[config.mk]
export PLATFORM = sky130hd
export DESIGN_NAME = bus_xfer_arbiter
export DESIGN_NICKNAME = d
export VERILOG_FILES = /design/src/rtl/bus_xfer_arbiter.sv
export SDC_FILE = /design/constraint.sdc
export NUM_CORES = 1
export LEC_CHECK = 0
export CAP_MARGIN = 0
export CORE_MARGIN = 2
export CORE_UTILIZATION = 48
export DETAILED_ROUTE_END_ITERATION = 10
export GPL_TIMING_DRIVEN = 0
export MAX_ROUTING_LAYER = met4
export PLACE_DENSITY = 0.94
export SLEW_MARGIN = 0
export SYNTH_ARGS = -nofsm -noshare
export SYNTH_HDL_FRONTEND = slang
export SYNTH_SLANG_ARGS = --single-unit
[constraint.sdc]
create_clock -name clk -period 8.09 [get_ports clk]
set_input_delay 2.427 -clock clk [delete_from_list [all_inputs] [get_ports clk]]
set_output_delay 2.427 -clock clk [all_outputs]
set_load 0.01 [all_outputs]
[src/rtl/bus_xfer_arbiter.sv]
// Registered bus source select: direct index or round-robin arbitration onto one BUS_W word.
// Latency: 1 cycle from load request to bus_valid; back-to-back transfers at 1 word/cycle.
// Backpressure: word frozen while bus_valid & !bus_ready; a new load can replace it on the accepting edge.
module bus_xfer_arbiter #(
  parameter int NUM_SRC = 12,
  parameter int SEL_W   = 4,
  parameter int SRC_W   = 16,
  parameter int BUS_W   = 16,
  parameter int CNT_W   = 16
) (
  input  logic                     clk,
  input  logic                     rst_n,
  input  logic                     mode,
  input  logic [SEL_W-1:0]         sel,
  input  logic                     sel_valid,
  input  logic [NUM_SRC-1:0]       src_req,
  input  logic [NUM_SRC*SRC_W-1:0] src_data,
  output logic [NUM_SRC-1:0]       src_gnt,
  output logic [BUS_W-1:0]         bus_out,
  output logic [SEL_W-1:0]         bus_src,
  output logic                     bus_valid,
  input  logic                     bus_ready,
  output logic                     err_badsel,
  output logic [CNT_W-1:0]         xfer_cnt
);

  typedef enum logic {IDLE = 1'b0, HOLD = 1'b1} state_t;

  typedef struct packed {
    logic [SEL_W-1:0] src;
    logic [BUS_W-1:0] dat;
  } bus_word_t;

  // One extra bit so NUM_SRC == 2**SEL_W stays representable.
  localparam logic [SEL_W:0] NUM_SRC_X = (SEL_W+1)'(NUM_SRC);

  state_t           state;
  bus_word_t        word_q;
  bus_word_t        word_d;
  logic [SEL_W-1:0] rr_ptr;
  logic [SEL_W-1:0] rr_nxt;
  logic [SEL_W-1:0] winner;
  logic [SEL_W:0]   scan;
  logic [SEL_W:0]   wplus;
  logic             any_req;
  logic             load_ok;
  logic             sel_ok;
  logic             dir_load;
  logic             arb_load;
  logic             load;
  logic [SRC_W-1:0] slot [NUM_SRC];

  for (genvar g = 0; g < NUM_SRC; g++) begin : g_slot
    assign slot[g] = src_data[g*SRC_W +: SRC_W];
  end

  assign bus_valid = (state == HOLD);
  assign bus_out   = word_q.dat;
  assign bus_src   = word_q.src;
  assign load_ok   = !bus_valid || bus_ready;
  assign sel_ok    = {1'b0, sel} < NUM_SRC_X;

  // rr_ptr is always < NUM_SRC, so a single subtraction wraps the scan index.
  always_comb begin
    any_req = 1'b0;
    winner  = '0;
    scan    = '0;
    for (int k = 0; k < NUM_SRC; k++) begin
      scan = {1'b0, rr_ptr} + (SEL_W+1)'(k);
      if (scan >= NUM_SRC_X) scan = scan - NUM_SRC_X;
      if (!any_req && src_req[scan[SEL_W-1:0]]) begin
        any_req = 1'b1;
        winner  = scan[SEL_W-1:0];
      end
    end
  end

  assign dir_load = !mode && sel_valid && load_ok;
  assign arb_load = mode && any_req && load_ok;
  assign load     = dir_load || arb_load;
  assign wplus    = {1'b0, winner} + (SEL_W+1)'(1);
  assign rr_nxt   = (wplus == NUM_SRC_X) ? '0 : wplus[SEL_W-1:0];

  always_comb begin
    src_gnt = '0;
    if (arb_load) src_gnt[winner] = 1'b1;
  end

  // The size cast zero-extends narrow slots and truncates wide ones to the low bits.
  always_comb begin
    word_d.src = mode ? winner : sel;
    word_d.dat = '0;
    if (mode)        word_d.dat = BUS_W'(slot[winner]);
    else if (sel_ok) word_d.dat = BUS_W'(slot[sel]);
  end

  always_ff @(posedge clk or negedge rst_n) begin
    if (!rst_n) begin
      state      <= IDLE;
      word_q     <= '0;
      err_badsel <= 1'b0;
      xfer_cnt   <= '0;
      rr_ptr     <= '0;
    end else begin
      err_badsel <= dir_load && !sel_ok;
      if (bus_valid && bus_ready) xfer_cnt <= xfer_cnt + CNT_W'(1);
      if (arb_load) rr_ptr <= rr_nxt;
      case (state)
        IDLE: begin
          if (load) begin
            word_q <= word_d;
            state  <= HOLD;
          end
        end
        HOLD: begin
          if (bus_ready) begin
            if (load) word_q <= word_d;
            else      state  <= IDLE;
          end
        end
      endcase
    end
  end

endmodule

==> flow_summary.json <==
{
  "outcome": "finished, final reports clean",
  "fin_skew_ns": 0.0144,
  "cts_tree": "done",
  "worstMarginPinSlew_ns": 1.14,
  "antenna_found_initial": 7,
  "dp.cells": 1432,
  "path_buf_inv": 8,
  "synth-seq-cells": 42,
  "grt_pass1_wl_mm": 55.8,
  "hold_start": "xfer_cnt[15]$_DFFE_PN0P_",
  "hp-class": "register to register",
  "multi_input_area_mm2": 0.00642,
  "r2r_end": "bus_out[1]$_DFFE_PN0P_",
  "finalSetupViolations": 0,
  "r2r_cells": 24,
  "slew_violations": 0,
  "drc": 0,
  "insertion_delay_ns": 0.30,
  "n_fill_cell": 1255,
  "syn_nets": 1196,
  "ys.flop_type": "dfrtp_1",
  "crit_type": "primary input to output port",
  "ios": 263,
  "cts_buffers": 5,
  "vias": 9943,
  "worstSetupStartpointType": "primary input",
  "crit_slowest_cell": "mux4_2",
  "portBuffers": 260,
  "setup_tns_ns": 0,
  "slew_headroom": 0.242,
  "first_pass_iters": 6,
  "synth.avg_cell_area_um2": 8.15,
  "syn2layout_area_growth_pct": 45.3,
  "synthCells": 955,
  "ys_types": 85,
  "synth-edff-count": 0,
  "clock_sinks": 42,
  "regArea_mm2": 0.00105,
  "grt_pass1_vias": 9986,
  "critPathTopFamily": "buffers and inverters",
  "dieHeight_um": 131,
  "cp.arrival_ns": 5.62,
  "wl_per_cell_um": 24.8,
  "cts-root-buf": "clkbuf_16",
  "routed_wl_mm": 36.8,
  "async_flop_share": 1.00,
  "maxCapViolCount": 0,
  "cp-end-kind": "output port",
  "max_clock_freq_mhz": 124,
  "drive_gt1_frac": 0.179,
  "dpl.hpwl_mm": 28.4,
  "synth_area_mm2": 0.00778,
  "initial_core_util": 0.490,
  "crit_chain": "clkdlybuf4s15_1, mux4_2, buf_4, o21a_1, o211ai_1, and3_1, and4b_1, buf_6, nand4_1, buf_4, buf_4, buf_4, buf_4, nand3_4, nor3_2, buf_2",
  "min_to": "xfer_cnt[15]$_DFFE_PN0P_",
  "r2r-start": "rr_ptr[1]$_DFFE_PN0P_",
  "layout.cells.non_filler": 1486,
  "ant_nets": 0,
  "overflow": 0,
  "via_per_inst": 6.69,
  "die_width_um": 131,
  "core-area_mm2": 0.0159,
  "place.gp.congestion": 1.09,
  "cp_common_cell": "buf_4",
  "hold_depth": 1,
  "fin_crit_sh": 0.994,
  "die_area_mm2": 0.0172,
  "track_usage": 0.426,
  "yosys_warnings": 0,
  "clkTransAtPathRegs_ns": 0.07,
  "drt_iter0_markers": 1399,
  "htreeDepth": 2,
  "worstPathRequired_ns": 5.66,
  "ctsLongestPathBuffers": 2,
  "seq_area_frac_synth": 0.135,
  "regToRegSetupSlack_ns": 1.99,
  "worstPathMaxFanout": 8,
  "cpPeakStageDelay_ns": 0.58,
  "rows": 46,
  "hold_violations": 0,
  "finalCriticalPeriod_ns": 8.04,
  "final_nets": 1503,
  "ctsHoldBuffers": 0,
  "grt_start_max_net_pins": 34
}
[synth_stat cells, drive strengths merged (3+ instances only)]
cell type,n,area share
a211oi,16,0.018
o22ai,7,0.0056
o211a,6,0.0077
a22oi,6,0.0058
o21ai,61,0.041
ha,28,0.045
xor2,5,0.0056
buf,39,0.034
mux4,61,0.18
xnor2,20,0.023
a221oi,11,0.017
nand3b,4,0.0039
a22o,4,0.0045
and4,3,0.0034
mux2i,71,0.091
a311oi,4,0.0045
nor2,46,0.027
o211ai,7,0.0068
and3,17,0.014
nor2b,5,0.0040
a31oi,12,0.0096
mux2,11,0.017
a2111oi,5,0.0072
a21o,6,0.0058
nand3,25,0.016
nand4,11,0.0088
a21boi,4,0.0039
o21a,5,0.0050
a21oi,74,0.049
a32oi,5,0.0066
o22a,4,0.0045
nand2,220,0.11
dfrtp,42,0.14
inv,23,0.011
nor3,16,0.012
clkbuf,28,0.014
and2,5,0.0040
nand2b,5,0.0040
[final cells by class]
type / count / area share
Antenna cell: 7 / 0.00155
Buffer: 63 / 0.0376
Clock buffer: 5 / 0.0111
Clock inverter: 3 / 0.00221
Inverter: 24 / 0.00841
Multi-Input combinational cell: 822 / 0.568
Sequential cell: 42 / 0.0931
Tap cell: 216 / 0.0239
Timing Repair Buffer: 304 / 0.254
[repair_timing]
item	4_1_cts	5_1_grt
pin swaps	14	12
endpoints found under the setup margin	12	12
buffers inserted	33	9
resized for setup	90	44
cloned	1	0
[per-stage QoR]
stage                      util  hold WS, ns  setup WS (ns)  instance area (um2)
final                     0.712        0.482         0.0463                11300
after global routing      0.712        0.509       -0.00243                11300
after CTS                 0.705        0.484         0.0168                11200
after detailed placement  0.672        0.475          -1.41                10700
after global placement    0.671        0.462          -1.36                10700
after floorplan               -        0.507          0.174                 7780
[routing by layer]
layer  vias to the layer above  GRT usage  wire length, um
li1                       4226          -                -
met1                      4551      0.501            12700
met2                       895      0.664            16700
met3                       271      0.101             4600
met4                         0      0.258             2810
met5                         -          -                0
[state kept, by name, summed over array words and instances (netlist names)]
| signal | flops |
|---|---|
| bus_out | 16 |
| bus_src | 4 |
| bus_valid | 1 |
| err_badsel | 1 |
| rr_ptr | 4 |
| xfer_cnt | 16 |
[cell families after synthesis]
logic type,after synthesis,share of synthesized area
XOR/XNOR,25,0.0291
AO/OA/AOI/OAI,258,0.229
AND/OR/NAND/NOR,368,0.218
multiplexers,143,0.285
buffers and inverters,91,0.0595
flip-flops,42,0.135
adder cells (fa/ha/maj),28,0.0450
[worst max-delay path by stage]
stage | startpoint | to | slack, ns | cells after the start
floorplan | src_req[7] | src_gnt[11] | 0.17 | 16
global placement | src_req[1] | src_gnt[11] | -1.36 | 18
detailed placement | src_req[1] | src_gnt[11] | -1.41 | 18
CTS | src_req[1] | src_gnt[6] | 0.02 | 17
global route | src_req[10] | src_gnt[2] | -0.002 | 18
finish | src_req[9] | src_gnt[11] | 0.05 | 16
[placed cells by master, fill, tap and decap left out, types with 7 or more instances in the layout]
cell and instances:
buf_4 46, o211ai_1 7, clkbuf_2 12, dfrtp_1 41, mux2i_1 71, o21ai_0 50, clkbuf_1 23, diode_2 7
nand4_1 11, buf_6 9, buf_2 21, clkdlybuf4s50_1 235, inv_1 19, clkbuf_16 7, nor3_1 14, xnor2_1 18
mux4_2 61, a21oi_1 73, a211oi_1 14, o22ai_1 7, nand3_1 24, a31oi_1 12, a221oi_2 7, nor2_1 39
o21ai_1 7, nand2_1 219, ha_1 24, mux2_2 8, and3_1 16, buf_1 8
Power is left out: the tool's default activity adds up to more than one toggle a clock period on the data nets, which glitch-free logic cannot reach.
